### config.mk
export PLATFORM = sky130hd
export DESIGN_NAME = rtype_sequencer_flat
export DESIGN_NICKNAME = d
export VERILOG_FILES = /design/src/rtl/rtype_sequencer_if.sv /design/src/rtl/rtype_sequencer.sv /design/src/flat_wrapper.sv
export SDC_FILE = /design/constraint.sdc
export NUM_CORES = 1
export LEC_CHECK = 0
export CORE_MARGIN = 2
export CORE_UTILIZATION = 35
export DETAILED_ROUTE_END_ITERATION = 6
export GPL_TIMING_DRIVEN = 0
export PLACE_DENSITY_LB_ADDON = 0.25
export SETUP_SLACK_MARGIN = 0.4
export SYNTH_ARGS = -nofsm -noshare
export SYNTH_HDL_FRONTEND = slang
export SYNTH_SLANG_ARGS = --single-unit
### constraint.sdc
create_clock -name clk -period 2 [get_ports clk]
set_input_delay 0.4 -clock clk [delete_from_list [all_inputs] [get_ports clk]]
set_output_delay 0.4 -clock clk [all_outputs]
set_load 0.01 [all_outputs]
### src/rtl/rtype_sequencer_if.sv
// Datapath-side bundle of the R-type sequencer: the instruction word in, and the
// decoded ALU select, register addresses and write/PC strobes out.
interface rtype_sequencer_if #(
    parameter int addr_data_width = 32
);
    logic [addr_data_width-1:0] instr;
    logic [3:0]                 alu_op;
    logic [4:0]                 rd_addr;
    logic [4:0]                 rs1_addr;
    logic [4:0]                 rs2_addr;
    logic                       regfile_write_enable;
    logic                       pc_en;

    modport master (
        input  instr,
        output alu_op, rd_addr, rs1_addr, rs2_addr, regfile_write_enable, pc_en
    );

    modport slave (
        output instr,
        input  alu_op, rd_addr, rs1_addr, rs2_addr, regfile_write_enable, pc_en
    );
endinterface

### src/rtl/rtype_sequencer.sv
// Multi-cycle FETCH/DECODE/EXECUTE/WRITEBACK sequencer for the RV32I R-type datapath;
// halts on anything that is not a legal R-type instruction.
module rtype_sequencer #(
    parameter int addr_data_width = 32,
    parameter int COUNT_W         = 32
) (
    input  logic               clk,
    input  logic               reset,
    input  logic               run,
    input  logic               step,
    input  logic               clear_halt,
    rtype_sequencer_if.master  dp,
    output logic               busy,
    output logic               halted,
    output logic               illegal_instr,
    output logic [COUNT_W-1:0] retired_count
);
    typedef enum logic [2:0] {
        S_IDLE,
        S_FETCH,
        S_DECODE,
        S_EXECUTE,
        S_WRITEBACK,
        S_HALT
    } state_t;

    state_t                     state;
    state_t                     state_nx;
    logic [addr_data_width-1:0] ir;
    logic [3:0]                 alu_op_q;
    logic                       we_q;
    logic                       pc_en_q;
    logic                       legal;
    logic [3:0]                 op_dec;

    always_comb begin
        legal  = 1'b0;
        op_dec = '0;
        if (ir[6:0] == 7'b0110011) begin
            if (ir[31:25] == 7'b0000000) begin
                legal = 1'b1;
                case (ir[14:12])
                    3'b000:  op_dec = 4'b0000;
                    3'b001:  op_dec = 4'b0010;
                    3'b010:  op_dec = 4'b0011;
                    3'b011:  op_dec = 4'b0100;
                    3'b100:  op_dec = 4'b0101;
                    3'b101:  op_dec = 4'b0110;
                    3'b110:  op_dec = 4'b1000;
                    default: op_dec = 4'b1001;
                endcase
            end else if (ir[31:25] == 7'b0100000) begin
                if (ir[14:12] == 3'b000) begin
                    legal  = 1'b1;
                    op_dec = 4'b0001;
                end else if (ir[14:12] == 3'b101) begin
                    legal  = 1'b1;
                    op_dec = 4'b0111;
                end
            end
        end
    end

    always_comb begin
        state_nx = state;
        case (state)
            S_IDLE:      if (run || step) state_nx = S_FETCH;
            S_FETCH:     state_nx = S_DECODE;
            S_DECODE:    state_nx = legal ? S_EXECUTE : S_HALT;
            S_EXECUTE:   state_nx = S_WRITEBACK;
            S_WRITEBACK: state_nx = run ? S_FETCH : S_IDLE;
            S_HALT:      if (clear_halt) state_nx = S_IDLE;
            default:     state_nx = S_IDLE;
        endcase
    end

    // Strobes and status flags are registered from the next state so each one is
    // aligned with the state it describes and never sees an input combinationally.
    always_ff @(posedge clk or negedge reset) begin
        if (!reset) begin
            state         <= S_IDLE;
            ir            <= '0;
            alu_op_q      <= '0;
            we_q          <= 1'b0;
            pc_en_q       <= 1'b0;
            busy          <= 1'b0;
            halted        <= 1'b0;
            illegal_instr <= 1'b0;
            retired_count <= '0;
        end else begin
            state   <= state_nx;
            busy    <= (state_nx inside {S_FETCH, S_DECODE, S_EXECUTE, S_WRITEBACK});
            halted  <= (state_nx == S_HALT);
            pc_en_q <= (state_nx == S_WRITEBACK);
            we_q    <= (state_nx == S_WRITEBACK) && (ir[11:7] != 5'd0);
            if (state == S_FETCH)
                ir <= dp.instr;
            if (state == S_DECODE && legal)
                alu_op_q <= op_dec;
            if (state == S_WRITEBACK)
                retired_count <= retired_count + 1'b1;
            if (state == S_DECODE && !legal)
                illegal_instr <= 1'b1;
            else if (state == S_HALT && clear_halt)
                illegal_instr <= 1'b0;
        end
    end

    assign dp.alu_op               = alu_op_q;
    assign dp.rd_addr              = ir[11:7];
    assign dp.rs1_addr             = ir[19:15];
    assign dp.rs2_addr             = ir[24:20];
    assign dp.regfile_write_enable = we_q;
    assign dp.pc_en                = pc_en_q;
endmodule

### src/flat_wrapper.sv
// flat-port wrapper written by rule: the top's interface ports become plain ports
module rtype_sequencer_flat 
#(
    parameter int addr_data_width = 32,
    parameter int COUNT_W         = 32
)
  (clk, reset, run, step, clear_halt, busy, halted, illegal_instr, retired_count, dp_instr, dp_alu_op, dp_rd_addr, dp_rs1_addr, dp_rs2_addr, dp_regfile_write_enable, dp_pc_en);
  rtype_sequencer_if #(.addr_data_width(addr_data_width)) dp_i ();
  input  logic clk;
  input  logic reset;
  input  logic run;
  input  logic step;
  input  logic clear_halt;
  output logic busy;
  output logic halted;
  output logic illegal_instr;
  output logic [COUNT_W-1:0] retired_count;
  input wire logic [$bits(dp_i.instr)-1:0] dp_instr;
  output wire logic [$bits(dp_i.alu_op)-1:0] dp_alu_op;
  output wire logic [$bits(dp_i.rd_addr)-1:0] dp_rd_addr;
  output wire logic [$bits(dp_i.rs1_addr)-1:0] dp_rs1_addr;
  output wire logic [$bits(dp_i.rs2_addr)-1:0] dp_rs2_addr;
  output wire logic [$bits(dp_i.regfile_write_enable)-1:0] dp_regfile_write_enable;
  output wire logic [$bits(dp_i.pc_en)-1:0] dp_pc_en;
  assign dp_i.instr = dp_instr;
  assign dp_alu_op = dp_i.alu_op;
  assign dp_rd_addr = dp_i.rd_addr;
  assign dp_rs1_addr = dp_i.rs1_addr;
  assign dp_rs2_addr = dp_i.rs2_addr;
  assign dp_regfile_write_enable = dp_i.regfile_write_enable;
  assign dp_pc_en = dp_i.pc_en;
  rtype_sequencer #(.addr_data_width(addr_data_width), .COUNT_W(COUNT_W)) u_core (.clk(clk), .reset(reset), .run(run), .step(step), .clear_halt(clear_halt), .dp(dp_i), .busy(busy), .halted(halted), .illegal_instr(illegal_instr), .retired_count(retired_count));
endmodule
* Yosys cells after proc, flatten, opt, wreduce, memory -nomap -nowiden
Cells that the tools add are included.
Cells by class: add/subtract/negate cells 1, eq/ne operators 18, mux-type cells 18, reductions and logical operators 12
Operator list (number):
- 32-bit by 1-bit adder with 32-bit output (second input constant) | 1
- 4-bit case mux with 7 select lines | 1
- 3-bit == test (second input constant) | 7
- 3-bit by 2-bit == test with 1-bit output (second input constant) | 6
- 3-bit case mux with 6 select lines | 1
- 4-bit two-way mux | 4
- 7-bit by 6-bit == test with 1-bit output (second input constant) | 2
- 3-bit two-way mux | 4
- 3-bit by 1-bit == test with 1-bit output (second input constant) | 3
- 1-bit two-way mux | 8
- 7-bit zero test | 1
- 3-bit zero test | 2
- 5-bit nonzero test | 1
- 1-bit logical AND | 4
- 4-bit nonzero test | 1
- 2-bit nonzero test | 1
- 1-bit zero test | 1
- 1-bit logical OR | 1
Word-level totals: register bits after elaboration 76

* Longest topological paths before layout
depth in word-level cells 10, mapped depth 7

* Worst setup path before layout
OpenSTA, ideal clock, no wires.
path kind flip-flop to flip-flop, from register u_core.ir[26], to register u_core.alu_op_q[0] (netlist: u_core.dp.alu_op[0]), data arrival time 1733 ps, required time 1875 ps, setup slack 142 ps, cell stages (with the launch flop) 7, buffers on the path 1, clock period less this slack 1858 ps, cell sequence dfrtp_1 -> nor4_1 -> nand4_1 -> nand2b_1 -> or3_1 -> buf_2 -> mux2_2
Between the ends: word-level cells in the longest chain between the ends 5, elaborated cells on any way between the ends 9
Ends and longest elaborated chain:
- start, declared | line rtype_sequencer.sv:29 | logic [addr_data_width-1:0] ir;
- start signal, assigned | line rtype_sequencer.sv:97 | ir <= dp.instr;
- 7-bit by 6-bit == test with 1-bit output | line rtype_sequencer.sv:52 | end else if (ir[31:25] == 7'b0100000) begin
- 1-bit two-way mux | line rtype_sequencer.sv:52
- 1-bit two-way mux | line rtype_sequencer.sv:40 | if (ir[31:25] == 7'b0000000) begin
- 1-bit two-way mux | line rtype_sequencer.sv:39 | if (ir[6:0] == 7'b0110011) begin
- 1-bit logical AND | line rtype_sequencer.sv:98 | if (state == S_DECODE && legal)
- end signal, assigned | line rtype_sequencer.sv:99 | alu_op_q <= op_dec;
- end, declared | line rtype_sequencer.sv:30 | logic [3:0] alu_op_q;
Parallel ways exist; a longest one is shown, timed or not. A chain may end at the register's enable or synchronous reset.

* Final worst setup path
from register u_core.ir[26], to register u_core.alu_op_q[2] (netlist: u_core.dp.alu_op[2])
Same word-level chain as after synthesis.

==> flow_summary.ini <==
[detailed_routing]
ant_nets = 0
drt_iter0_drc = 27
wire_per_inst_um = 13.3
routed_wl_um = 7260
first_pass_iters = 4
avgViaCountPerCell = 4.60
drc = 0
vias = 2509

[worst_setup_path]
end_kind = flip-flop
slowest_stage = dfrtp_1
worstPathRequired_ps = 2230
cp-start-kind = flip-flop
cp_max_fo = 5
cp_cell_sequence = nor4_4 > nand4_1 > nand2b_4 > or3_1 > buf_6 > mux2_2
path_class = reg2reg
crit_family = simple AND/OR/NAND/NOR gates
slowest_delay_ps = 410
path_buf_inv = 1
reg2reg_slack_ps = 110
arrival_ps = 2110

[yosys]
ys_types = 40
synth_common_cells = dfrtp_1, mux2_2, nand2_1
synth-seq-area-share_pct = 56.8
synth_nets = 312
ys_top_cells_by_area = dfrtp_1, mux2_2, xnor2_1, buf_4, xor2_1
yosysMostFrequentCell = dfrtp_1
synth_cells = 274
synth_top_area_share_pct = 56.8
async_flop_share_pct = 100
synth_top_area_cell = dfrtp_1
synth_edf_count = 0
synth_area_per_cell_um2 = 12.2
synth_warnings = 0
ys.flop_type = dfrtp_1
synth-seq-cells = 76
netlist_area_um2 = 3350

[min_path]
worstHoldPathType = reg2reg

[cts]
cts.clk_slew.worst_paths_ps = 90
clk_latency_ps = 340
cts_htree_levels = 3
cts_root_buffer = clkbuf_8
tritoncts = yes
clock_sinks = 76
cts_made_buffers = 9
cts_max_path_buffers = 2

[floorplan]
core-area_um2 = 9280
dieArea_um2 = 10400
die_h_um = 102
start_util_pct = 36.1
die_w_um = 102
io_pins = 93
rows = 35

[cells_and_area]
fin_util_pct = 56.2
area_growth_syn_to_layout_pct = 55.8
fin_cells = 545
finish.instance_area_um2 = 5220
num_antenna_cells = 0
layout-drive-gt1-share_pct = 34.6
fin_nets = 450

[place]
detailedPlacementHpwl_um = 4910
preCtsSetupSlack_ps = -8.33
numPortBuffers = 92
place_inst = 496
dpl_cell_area_um2 = 4520
gp_congestion = 0.753

[sta]
finalSetupTns_ps = 0
period_needed_ps = 1890
slew_headroom_pct = 74.2
timing.fmax_mhz = 530
final.setup.worst_slack_ps = 114
final_hold_viol_count = 0
setup_viol = 0
tightest_slew_ps = 386
clock_skew_ps = 10.5
finalMaxSlewViolations = 0
whs_ps = 467
rsz0062_at_grt = true
min_period_over_period_pct = 94.3

[run_status]
status = completed

[pwr]
power_density_nw_per_um2 = 1170
peakVddDrop_mv = 0.742
p_total_mw = 6.11
leakage_nw = 2.56

[global_routing]
first_global_vias = 2607
grt_pass1_wl_um = 12000
grt_overflow = 0
grt_max_degree = 52
antenna_found_initial = 0
grt_use_total_pct = 14.7

[run]
drv_cap = 0
-- final timing paths --
check | start | end | cells past startpoint
min reg2reg | u_core.retired_count[31] | u_core.retired_count[31] | 1
min | u_core.retired_count[31] | u_core.retired_count[31] | 1
max | u_core.ir[26] | u_core.dp.alu_op[2] | 6
min in group asynchronous | reset | u_core.ir[21] | 2
max in group asynchronous | reset | u_core.state[2] | 3
max reg2reg | u_core.ir[26] | u_core.dp.alu_op[2] | 6
-- layout make-up --
cell class	count	area, um^2
plain buffers	21	175
clock buffers	9	124
clock inverters	6	88.8
fillers	851	4070
inverters	5	21.3
multi-input cells	172	1590
flip-flops and latches	76	1910
well taps	129	161
repair buffers	127	1150
-- sequential cells by signal, indices dropped and copies added, names as in the netlist --
name	cells
u_core.busy	1
u_core.dp.pc_en	1
u_core.illegal_instr	1
u_core.retired_count	32
u_core.halted	1
u_core.dp.alu_op	4
u_core.ir	32
u_core.dp.regfile_write_enable	1
u_core.state	3
-- timing repair --
action                                  4_1_cts  5_1_grt
buffers inserted                             29        4
hold endpoints to repair                     25        0
gates resized for setup                      73       55
endpoints found under the setup margin      112       64
hold buffers                                  1        0
pin swaps                                     9        9
cloned                                        0        0
-- cells by family (layout without fill, tap and decap cells) --
| logic type | Yosys count | in the layout | share of synthesized area, % |
|---|---|---|---|
| AOI/OAI and AO/OA | 14 | 14 | 2.47 |
| buffers and inverters | 26 | 168 | 4.74 |
| DFF | 76 | 76 | 56.8 |
| and+or+nand+nor | 87 | 87 | 14.6 |
| adders and majority gates | 1 | 1 | 0.373 |
| muxes | 37 | 37 | 12.4 |
| xor gates and xnor gates | 33 | 33 | 8.63 |
-- layer usage --
metal	part of all wire (%)	global-route usage, %	vias up
li1	-	-	1208
met1	43	17.3	1236
met2	51	25.4	63
met3	6.0	5.54	2
met4	0.33	3.79	0
met5	0	0	-
-- layout by cell type (no fill, tap or decap), drive strengths merged, types with 2 or more instances in the layout --
cell type      synthesis  layout
a21oi                  5       5
and3                   5       5
and4                   3       3
buf                   19      54
bufinv                 0       2
clkbuf                 2      11
clkdlybuf4s15          0       2
clkdlybuf4s50          0      36
clkinvlp               0       2
dfrtp                 76      76
dlygate4sd2            0      53
inv                    5       6
mux2                  37      37
nand2                 22      22
nand2b                 2       2
nand3                 11      11
nand4                  7       7
nor2                  15      15
nor3                   3       3
nor3b                  4       4
nor4                   3       3
o21ai                  4       4
or3                    2       2
or4                    2       2
xnor2                 21      21
xor2                  12      12
-- power by group --
| part | total (mW) | internal (mW) | switching (mW) |
|---|---|---|---|
| clock network | 1.27 | 0.698 | 0.568 |
| logic | 2.48 | 1.54 | 0.944 |
| registers | 2.36 | 2.00 | 0.363 |
Power figures use the tool's default switching activity.
